<file path="src/rtl/datamem_arb_pkg.sv">
// Shared types and constants for the two-port datamem arbiter.
package datamem_arb_pkg;

    localparam int unsigned DEF_ADDRESS_WIDTH = 32;
    localparam int unsigned DEF_DATA_WIDTH    = 32;

    // One memory request at the default datamem geometry.
    typedef struct packed {
        logic                         we;
        logic [DEF_ADDRESS_WIDTH-1:0] addr;
        logic [DEF_DATA_WIDTH-1:0]    wdata;
    } mem_req_t;

    localparam logic PORT0            = 1'b0;
    localparam logic PORT1            = 1'b1;
    // Port 0 wins the first contested cycle after reset.
    localparam logic RESET_LAST_GRANT = PORT1;

endpackage

</file>
<file path="src/rtl/rr_arb2.sv">
// Two-way grant generator: round-robin, or port 0 always wins when FIXED_PRIO != 0.
module rr_arb2 #(
    parameter int unsigned FIXED_PRIO = 0
) (
    input  logic clk,
    input  logic rst_n,
    input  logic valid0,
    input  logic valid1,
    output logic grant0,
    output logic grant1
);
    import datamem_arb_pkg::*;

    logic last_grant_q;
    logic prefer0;

    // Combinational grant; nothing is granted while reset is held.
    always_comb begin
        prefer0 = (FIXED_PRIO != 0) || (last_grant_q == PORT1);
        grant0  = rst_n & valid0 & (~valid1 | prefer0);
        grant1  = rst_n & valid1 & ~grant0;
    end

    // Remember the last granted port; hold when idle.
    always_ff @(posedge clk or negedge rst_n) begin
        if (!rst_n) begin
            last_grant_q <= RESET_LAST_GRANT;
        end else if (grant0) begin
            last_grant_q <= PORT0;
        end else if (grant1) begin
            last_grant_q <= PORT1;
        end
    end

endmodule

</file>
<file path="src/rtl/datamem_arbiter.sv">
// Shares single-port synchronous-read datamem between the LSU (port 0) and a
// debug/DMA loader (port 1). Reads return one cycle after acceptance.
module datamem_arbiter
    import datamem_arb_pkg::*;
#(
    parameter int unsigned ADDRESS_WIDTH = DEF_ADDRESS_WIDTH,
    parameter int unsigned DATA_WIDTH    = DEF_DATA_WIDTH,
    parameter int unsigned FIXED_PRIO    = 0
) (
    input  logic                     clk,
    input  logic                     rst_n,

    input  logic                     req0_valid,
    output logic                     req0_ready,
    input  logic                     req0_we,
    input  logic [ADDRESS_WIDTH-1:0] req0_addr,
    input  logic [DATA_WIDTH-1:0]    req0_wdata,
    output logic                     rsp0_valid,
    output logic [DATA_WIDTH-1:0]    rsp0_rdata,

    input  logic                     req1_valid,
    output logic                     req1_ready,
    input  logic                     req1_we,
    input  logic [ADDRESS_WIDTH-1:0] req1_addr,
    input  logic [DATA_WIDTH-1:0]    req1_wdata,
    output logic                     rsp1_valid,
    output logic [DATA_WIDTH-1:0]    rsp1_rdata,

    output logic                     mem_wr_en,
    output logic [ADDRESS_WIDTH-1:0] mem_addr,
    output logic [DATA_WIDTH-1:0]    mem_wd,
    input  logic [DATA_WIDTH-1:0]    mem_rd
);

    // Same shape as mem_req_t, but following this instance's widths.
    typedef struct packed {
        logic                     we;
        logic [ADDRESS_WIDTH-1:0] addr;
        logic [DATA_WIDTH-1:0]    wdata;
    } req_t;

    logic grant0;
    logic grant1;
    req_t req_sel;
    logic rd_accept;
    logic rd_tag;
    logic rsp_pending_q;
    logic rsp_tag_q;

    rr_arb2 #(
        .FIXED_PRIO (FIXED_PRIO)
    ) u_rr_arb2 (
        .clk    (clk),
        .rst_n  (rst_n),
        .valid0 (req0_valid),
        .valid1 (req1_valid),
        .grant0 (grant0),
        .grant1 (grant1)
    );

    assign req0_ready = grant0;
    assign req1_ready = grant1;

    // Request mux; an idle cycle issues a harmless read of address 0.
    always_comb begin
        req_sel = '0;
        if (grant0) begin
            req_sel = '{we: req0_we, addr: req0_addr, wdata: req0_wdata};
        end else if (grant1) begin
            req_sel = '{we: req1_we, addr: req1_addr, wdata: req1_wdata};
        end
        mem_wr_en = req_sel.we;
        mem_addr  = req_sel.addr;
        mem_wd    = req_sel.wdata;
    end

    // Identify an accepted read and which port issued it.
    always_comb begin
        rd_accept = (grant0 & ~req0_we) | (grant1 & ~req1_we);
        rd_tag    = grant1 ? PORT1 : PORT0;
    end

    // Tag pipeline lines up with datamem's registered read data.
    always_ff @(posedge clk or negedge rst_n) begin
        if (!rst_n) begin
            rsp_pending_q <= 1'b0;
            rsp_tag_q     <= PORT0;
        end else begin
            rsp_pending_q <= rd_accept;
            if (rd_accept) begin
                rsp_tag_q <= rd_tag;
            end
        end
    end

    // Route read data to the tagged port; rdata is zero when not valid.
    always_comb begin
        rsp0_valid = rsp_pending_q & (rsp_tag_q == PORT0);
        rsp1_valid = rsp_pending_q & (rsp_tag_q == PORT1);
        rsp0_rdata = rsp0_valid ? mem_rd : '0;
        rsp1_rdata = rsp1_valid ? mem_rd : '0;
    end

endmodule

</file>
<file path="config.mk">
export PLATFORM = sky130hd
export DESIGN_NAME = datamem_arbiter
export DESIGN_NICKNAME = d
export VERILOG_FILES = /design/src/rtl/datamem_arb_pkg.sv /design/src/rtl/rr_arb2.sv /design/src/rtl/datamem_arbiter.sv
export SDC_FILE = /design/constraint.sdc
export NUM_CORES = 1
export LEC_CHECK = 0
export CORE_AREA = 2 2 117 119
export DETAILED_ROUTE_END_ITERATION = 16
export DIE_AREA = 0 0 119 121
export PLACE_DENSITY = 0.61
export REMOVE_ABC_BUFFERS = 1
export SYNTH_ARGS = -nofsm -noshare
export SYNTH_HDL_FRONTEND = slang
export SYNTH_SLANG_ARGS = --single-unit
</file>
<file path="constraint.sdc">
create_clock -name clk -period 1.58 [get_ports clk]
set_input_delay 0.158 -clock clk [delete_from_list [all_inputs] [get_ports clk]]
set_output_delay 0.158 -clock clk [all_outputs]
set_load 0.05 [all_outputs]
</file>
== Word level (Yosys, flattened, before mapping) ==
Index checks and enable logic that the tools add are counted.
Cells by class
  mux-type cells: 7
  bitwise operators: 15
  reduce and logical (&&, ||, !) cells: 1
Operator list (count)
  $mux W65: 2
  $mux W32: 2
  $and A1 B1 Y1: 8
  $not A1 Y1: 5
  $mux W1: 3
  $or A1 B1 Y1: 2
  $reduce_bool A2 Y1: 1
Word-level totals
  register bits after elaboration: 3
  bits of input ports: 166
  word-level logic and storage cells: 26

== Logic depth before layout (Yosys ltp) ==
Gate-level depths: netlist (run 1).
  depth in word-level cells: 7
  mapped depth: 6
  depth with buffers taken out: 4

== By module ==
From an unflattened synthesis (run 1), not the netlist that was laid out.
Second synthesis, totals
  cells, all modules: 171
  area total of the unflattened synthesis: 1295.0 µm²
By module, submodules not included
  datamem_arbiter: instances 1, cells an instance 163, area an instance 1232.4 µm², sequential area each 50.0 µm²
  rr_arb2: instances 1, cells an instance 8, area an instance 62.6 µm², sequential area each 26.3 µm²

== Worst setup path after synthesis (run 1) ==
Ideal clock, no wire load.
  path kind: register to output
  start point: reg u_rr_arb2.last_grant_q
  end point: out mem_addr[24]
  data arrival time: 1784 ps
  required time: 1422 ps
  setup slack: -362 ps
  cell stages (with the launch flop): 6
  cell sequence: dfstp_2 -> nand2_1 -> nand3_1 -> inv_2 -> clkbuf_1 -> a22o_1
On the way
  longest elaborated chain between the ends: 6
RTL lines
  start, declared: line rr_arb2.sv:14  | logic last_grant_q;
  start signal, assigned: line rr_arb2.sv:27  | last_grant_q <= RESET_LAST_GRANT;
  start signal, assigned: line rr_arb2.sv:29  | last_grant_q <= PORT0;
  start signal, assigned: line rr_arb2.sv:31  | last_grant_q <= PORT1;
  $or A1 B1 Y1: line rr_arb2.sv:20  | grant0 = rst_n & valid0 & (~valid1 | prefer0);
  $and A1 B1 Y1: line rr_arb2.sv:20
  $not A1 Y1: line rr_arb2.sv:21  | grant1 = rst_n & valid1 & ~grant0;
  $and A1 B1 Y1: line rr_arb2.sv:21
  named net req1_ready: line datamem_arbiter.sv:22  | output logic req1_ready,
  $mux W65: line datamem_arbiter.sv:69  | end else if (grant1) begin
  $mux W65: line datamem_arbiter.sv:67  | if (grant0) begin
  end, declared: line datamem_arbiter.sv:30  | output logic [ADDRESS_WIDTH-1:0] mem_addr,
The timed path passes the listed nets, and every way through them passes these cells.

== Final worst setup path (run 1) ==
  start point: reg u_rr_arb2.last_grant_q
  end point: out mem_wd[17]
On the way
  longest elaborated chain between the ends: 6
RTL lines
  $or A1 B1 Y1 (*): line rr_arb2.sv:20
  $and A1 B1 Y1 (*): line rr_arb2.sv:20
  $not A1 Y1: line rr_arb2.sv:21
  $and A1 B1 Y1: line rr_arb2.sv:21
  $mux W65: line datamem_arbiter.sv:69
  $mux W65 (*): line datamem_arbiter.sv:67
  end, declared: line datamem_arbiter.sv:31  | output logic [DATA_WIDTH-1:0] mem_wd,
Every way passes the cells marked *; elsewhere a longest branch is shown, timed or not.

==> impl_metrics.tcl, run 1 <==
set metrics [dict create \
    initial_core_util_pct 9.897 \
    wl_per_cell_um 20.62 \
    finalSetupViolations 67 \
    die_area_um2 14400 \
    die_h_um 121 \
    r2r_slack_ps 300 \
    leakage_nw 2.797 \
    dp.cells 636 \
    syn-cell-area_um2 1295 \
    worst-path-buf-inv 3 \
    synth_seq_area_share_pct 5.894 \
    drt-total-wl_um 13420 \
    fillCellCount 1112 \
    first_pass_iters 4 \
    critical_path_depth 6 \
    hp-class "input port to async pin" \
    hpwl_um 10570 \
    grt_pass1_vias 2984 \
    synth_most_common_cell "a22o_1" \
    vias 2767 \
    layout-drive-gt1-share_pct 43.86 \
    clk_latency_ps 220 \
    antenna_found_initial 3 \
    place.gp.congestion 0.8591 \
    power-per-cell-area_nw_per_um2 529.8 \
    synth.avg_cell_area_um2 7.663 \
    highest_layer "met4" \
    grt_max_degree 35 \
    gr-total-overflow 0 \
    slowest_delay_ps 550 \
    start_kind "register" \
    worstSetupStartpoint "u_rr_arb2.last_grant_q$_DFFE_PN1P_" \
    synth_seq_cells 3 \
    coreArea_um2 13090 \
    peakVddDrop_mv 0.2453 \
    ys.flop_type "dfrtp_1" \
    netlist-cell-type-count 20 \
    skew_ps 2.187 \
    cp_max_fo 16 \
    finalHoldViolCount 0 \
    rr_endpoint "u_rr_arb2.last_grant_q$_DFFE_PN1P_" \
    async_flop_share_pct 100.0 \
    synth_top_area_share_pct 43.29 \
    yosys-top-cells-count "64 x a22o_1, 33 x and2_1, 33 x and3_1, 10 x clkbuf_1, 7 x buf_2" \
    drtAntennaViolNets 0 \
    dr_wl_met2_um 6949 \
    crit_end "mem_wd[17]" \
    violations "setup timing" \
    critPathRequiredTime_ps 1420 \
    drv_slew 0 \
    cts_root_buffer "clkbuf_16" \
    clkSinkCount 3 \
    grt_pass1_wl_um 19180 \
    vias_per_cell 4.250 \
    path_class "register to primary output" \
    numCtsBuffers 3 \
    track_usage_pct 17.54 \
    syn_inst 169 \
    drc_errors 0 \
    yosysTopAreaCell "a22o_1" \
    yosysWarnings 0 \
    drt-met1-wl_um 5117 \
    period_share_pct 117.4 \
    nets 639 \
    stdcell_area_um2 6469 \
    htree_levels 1 \
    cp_slowest_cell "dfstp_2" \
    cts_tree "built" \
    syn_to_final_growth_pct 399.5 \
    r2r_start "u_rr_arb2.last_grant_q$_DFFE_PN1P_" \
    cts.path.max_buffers 2 \
    layout_setup_ws_ps -275.4 \
    status "finished with violations" \
    yosys-top-cells-area "a22o_1 43%, and2_1 16%, and3_1 16%" \
    rows 42 \
    path_cells "nor2b_4 -> or2_4 -> clkinv_8 -> buf_16 -> a22o_1 -> buf_12" \
    place_area_um2 5828 \
    num_io_pins 299 \
    first_iter_violations 75 \
    cp.arrival_ps 1700 \
    drv_cap 0 \
    synth_edf_count 0 \
    period_minus_slack_ps 1855 \
    worst_pin_slew_ps 291.9 \
    cts.clk_slew.worst_paths_ps 30 \
    max_freq_ghz 0.5390 \
    end_kind "primary output" \
    io_buffer_count 298 \
    register_area_um2 76.32 \
    die_w_um 119 \
    relSlewSlack_pct 80.54 \
    rsz0062_at_grt "true" \
    fin_cells 651 \
    multi_input_area_um2 1401 \
    crit_family "flip-flops" \
    dr_wl_met3_um 1200 \
    r2r_cells 6 \
]
-- timing repair --
action / CTS / global route
hold buffers: 0 / 0
pin swaps: 19 / 10
gates cloned: 4 / 2
buffers inserted: 1 / 1
resized for setup: 38 / 20
setup endpoints to repair: 67 / 73
-- report_power, final --
part | switching, mW | internal [mW] | leakage (nW)
logic | 1.40 | 1.52 | 2.72
clock network | 0.0697 | 0.333 | 0.0382
registers | 0.0108 | 0.0944 | 0.0354
total | 1.48 | 1.95 | 2.80
-- per-stage QoR --
stage	worst slack, ps	total power [mW]	util (%)	setup TNS, ps	hold WS [ps]
after global routing	-323.3	3.556	49.44	-20160	252.5
after global placement	-322.4	2.782	44.54	-17330	450.7
final	-275.4	3.427	49.44	-17020	249.5
after CTS	-316.0	3.374	47.88	-19400	250.2
after floorplan	-1199	1.191	-	-81220	-137.6
after detailed placement	-378.1	2.797	44.54	-21450	479.6
-- layout by cell type (no fill, tap or decap), drive strengths merged --
master | netlist | routed
buf | 13 | 156
o31ai | 1 | 1
nand3 | 1 | 1
clkbuf | 10 | 5
a21o | 1 | 1
o22ai | 1 | 1
dfrtp | 2 | 2
dlymetal6s2s | 0 | 1
nor2b | 2 | 2
mux2 | 1 | 1
and3 | 33 | 33
a22o | 64 | 64
o21ai | 1 | 1
and2 | 33 | 33
inv | 2 | 1
diode | 0 | 3
or2 | 1 | 1
clkinv | 0 | 1
nand2 | 2 | 2
clkdlybuf4s50 | 0 | 164
dfstp | 1 | 1
-- state kept, by name, summed over array words and instances (netlist names) --
name and cells:
rsp_tag_q 1, rsp_pending_q 1, u_rr_arb2.last_grant_q 1
-- worst min-delay path by stage --
| stage | endpoint | slack (ps) | depth (start not counted) |
|---|---|---|---|
| after floorplan | rsp_pending_q$_DFF_PN0_ | -140 | 0 |
| after global placement | rsp_pending_q$_DFF_PN0_ | 450 | 2 |
| after detailed placement | rsp_pending_q$_DFF_PN0_ | 480 | 2 |
| after CTS | rsp_tag_q$_DFFE_PN0P_ | 250 | 2 |
| after global routing | rsp_tag_q$_DFFE_PN0P_ | 250 | 2 |
| final | rsp_tag_q$_DFFE_PN0P_ | 250 | 2 |
-- kinds of logic after synthesis --
group,after synthesis,synth area share [%]
AOI/OAI and AO/OA,68,45.31
DFF,3,5.894
buffers and inverters,25,12.85
muxes,1,0.8695
and+or+nand+nor,72,35.07
-- layer usage --
metal,vias to the layer above,track usage [%]
li1,1265,-
met2,209,31.00
met3,12,5.075
met4,0,4.241
met1,1281,20.86
met5,-,0
-- worst register-to-register path, stage by stage (launching register included) --
cell and delay [ps]:
dfstp_2 550, buf_4 120, nand2_1 60, nand3_2 110, inv_6 80, buf_4 150, a21o_1 150
-- cell type report --
type | count | share of cell area (%)
inverter | 2 | 0.3868
clock buffer | 4 | 1.219
timing repair buffer | 322 | 72.03
sequential | 3 | 1.180
multi-input combinational | 141 | 21.66
tap | 176 | 3.404
antenna | 3 | 0.1161
No activity file was read; power rests on OpenSTA's default activity.
==> run 2: changes to the inputs <==
--- a/config.mk
+++ b/config.mk
@@ -5,10 +5,11 @@
 export SDC_FILE = /design/constraint.sdc
 export NUM_CORES = 1
 export LEC_CHECK = 0
-export CORE_AREA = 2 2 117 119
+export CORE_AREA = 2 2 115 117
 export DETAILED_ROUTE_END_ITERATION = 16
-export DIE_AREA = 0 0 119 121
-export PLACE_DENSITY = 0.61
+export DIE_AREA = 0 0 117 119
+export DONT_BUFFER_PORTS = 1
+export PLACE_DENSITY = 0.32
 export REMOVE_ABC_BUFFERS = 1
 export SYNTH_ARGS = -nofsm -noshare
 export SYNTH_HDL_FRONTEND = slang
==> run 2 against run 1 <==
Compared with the run above: the flow still finishes with violations (setup timing); routed wire length fell by 17%; sequential power rose by 10%; non-clock buffer count fell by 166; worst setup slack got worse by 24 ps; hold slack got worse by 220 ps; global-route usage fell by 3.8 points; first-iteration DRC count rose by 31%; sequential cell count did not move; die area fell by 3.3%; clock skew fell by 1.7 ps; core utilization fell by 12 points.
==> impl_metrics.tcl, run 2 (synthesis results as in run 1) <==
set metrics [dict create \
    worst_pin_slew_ps 267.8 \
    layout_common_cells "132 x buf_12, 34 x a22o_1, 33 x and2_1, 33 x and3_1, 30 x a22o_4" \
    track_usage_pct 13.75 \
    dp.cells 461 \
    rows 42 \
    vias 2167 \
    cp.arrival_ps 1720 \
    cts.path.max_buffers 2 \
    finalSetupViolations 67 \
    coreArea_um2 12870 \
    hold_path.startpoint "req1_we" \
    drv_slew 0 \
    htree_levels 1 \
    place.gp.congestion 0.7621 \
    max_freq_ghz 0.5321 \
    slowest_delay_ps 560 \
    period_share_pct 118.9 \
    place_area_um2 4054 \
    first_pass_iters 4 \
    die_w_um 117 \
    cts_root_buffer "clkbuf_16" \
    pre_cts_slack_ps -160.6 \
    fin_cells 483 \
    num_io_pins 299 \
    violations "setup timing" \
    r2r_slack_ps 320 \
    critical_path_depth 6 \
    r2r_start "u_rr_arb2.last_grant_q$_DFFE_PN1P_" \
    rr_endpoint "u_rr_arb2.last_grant_q$_DFFE_PN1P_" \
    crit_family "flip-flops" \
    layout-drive-gt1-share_pct 64.71 \
    drc_errors 0 \
    holdPathStages 1 \
    worst-path-buf-inv 3 \
    layout_setup_ws_ps -299.2 \
    io_buffer_count 0 \
    start_kind "register" \
    antenna_found_initial 1 \
    skew_ps 0.5033 \
    power-per-cell-area_nw_per_um2 618.4 \
    period_minus_slack_ps 1879 \
    pwr-share-seq_pct 3.9 \
    die_h_um 119 \
    comb_power_share_pct 82.4 \
    cp_max_fo 8 \
    rsz0062_at_grt "true" \
    relSlewSlack_pct 82.15 \
    gr-total-overflow 0 \
    clk_latency_ps 220 \
    p_sw_mw 1.363 \
    cp_slowest_cell "dfstp_2" \
    hp-class "input port to register" \
    end_kind "primary output" \
    die_area_um2 13920 \
    clkPwrFrac_pct 13.7 \
    r2r_cells 4 \
    path_class "register to primary output" \
    hpwl_um 8190 \
    drtAntennaViolNets 0 \
    sw_frac_of_total_pct 45.97 \
    path_cells "nor2b_4 -> or2_4 -> clkinv_8 -> clkbuf_16 -> a22o_1 -> buf_12" \
    leakage_nw 2.115 \
    grt_pass1_vias 2097 \
    grt_max_degree 34 \
    syn_to_final_growth_pct 270.1 \
    wl_per_cell_um 22.96 \
    status "finished with violations" \
    initial_core_util_pct 10.06 \
    first_iter_violations 98 \
    stdcell_area_um2 4793 \
    internal_power_mw 1.601 \
    critPathRequiredTime_ps 1420 \
    peakVddDrop_mv 0.2744 \
    drv_cap 0 \
    hold_end "rsp_pending_q$_DFF_PN0_" \
    numCtsBuffers 3 \
    nets 473 \
    clkSinkCount 3 \
    cts.clk_slew.worst_paths_ps 30 \
    grt_pass1_wl_um 14230 \
    largestRegisters "rsp_pending_q: 1 flops, rsp_tag_q: 1 flops, u_rr_arb2.last_grant_q: 1 flops" \
    drt-total-wl_um 11090 \
    final_common_cell "buf_12" \
    vias_per_cell 4.487 \
    finalHoldViolCount 0 \
    cts_tree "built" \
]
[run 2: cell types whose count changed in the layout (fill, tap and decap cells not counted), sizes merged]
cell,before,now
clkdlybuf4s50,164,0
buf,156,151
clkbuf,5,8
diode,3,1
dlygate4sd3,0,1
dlymetal6s2s,1,0
[run 2: worst max-delay path by stage]
stage / from / to / slack [ps]
2_1_floorplan: rsp_pending_q$_DFF_PN0_ / rsp0_rdata[0] / -1200
3_3_place_gp: u_rr_arb2.last_grant_q$_DFFE_PN1P_ / mem_addr[14] / -130
3_5_place_dp: u_rr_arb2.last_grant_q$_DFFE_PN1P_ / mem_wd[8] / -160
4_1_cts: u_rr_arb2.last_grant_q$_DFFE_PN1P_ / mem_addr[30] / -310
5_1_grt: u_rr_arb2.last_grant_q$_DFFE_PN1P_ / mem_wd[6] / -330
6_report: u_rr_arb2.last_grant_q$_DFFE_PN1P_ / mem_wd[4] / -300
[run 2: worst register-to-register path: stages, from the launching register on]
cell	delay (ps)
dfstp_2	560
nor2b_4	50
or2_4	260
buf_4	160
a21o_1	170
[run 2: layer usage]
metal	global-route usage, %	share of wire [%]
met1	16.06	35
met2	22.62	50
met3	5.598	13
met4	4.559	3.0
met5	0	0
[run 2: what timing repair did]
item | CTS | global route
pin swaps | 32 | 15
cloned | 5 | 5
hold endpoints to repair | 3 | 0
buffers inserted | 4 | 2
setup endpoints to repair | 69 | 98
hold buffers | 1 | 0
resized for setup | 27 | 33
[run 2: through the flow]
step                hold WS (ps)  total power, mW  utilization [%]  TNS, ps
finish                     30.98            2.964            37.23   -16980
global route               27.66            3.061            37.23   -19720
CTS                        22.82            2.836            34.31   -18340
detailed placement        -137.3            2.282            31.49    -9067
global placement          -137.3            2.272            31.49    -7401
floorplan                 -137.6            1.191                -   -81220
[run 2: power by group through the flow]
stage	sequential [mW]	combinational, mW	clock (mW)
after global routing	0.118	2.52	0.420
after floorplan	0.136	1.06	0
after global placement	0.115	2.16	0
final	0.116	2.44	0.406
after CTS	0.117	2.30	0.416
after detailed placement	0.117	2.17	0
[run 2: cell type report]
| type | count | area, um^2 |
|---|---|---|
| tap | 176 | 220.2 |
| multi-input combinational | 141 | 1341 |
| clock buffer | 4 | 78.83 |
| fill | 1247 | 8082 |
| antenna | 1 | 2.502 |
| timing repair buffer | 156 | 3045 |
| sequential | 3 | 77.57 |
| inverter | 2 | 27.53 |
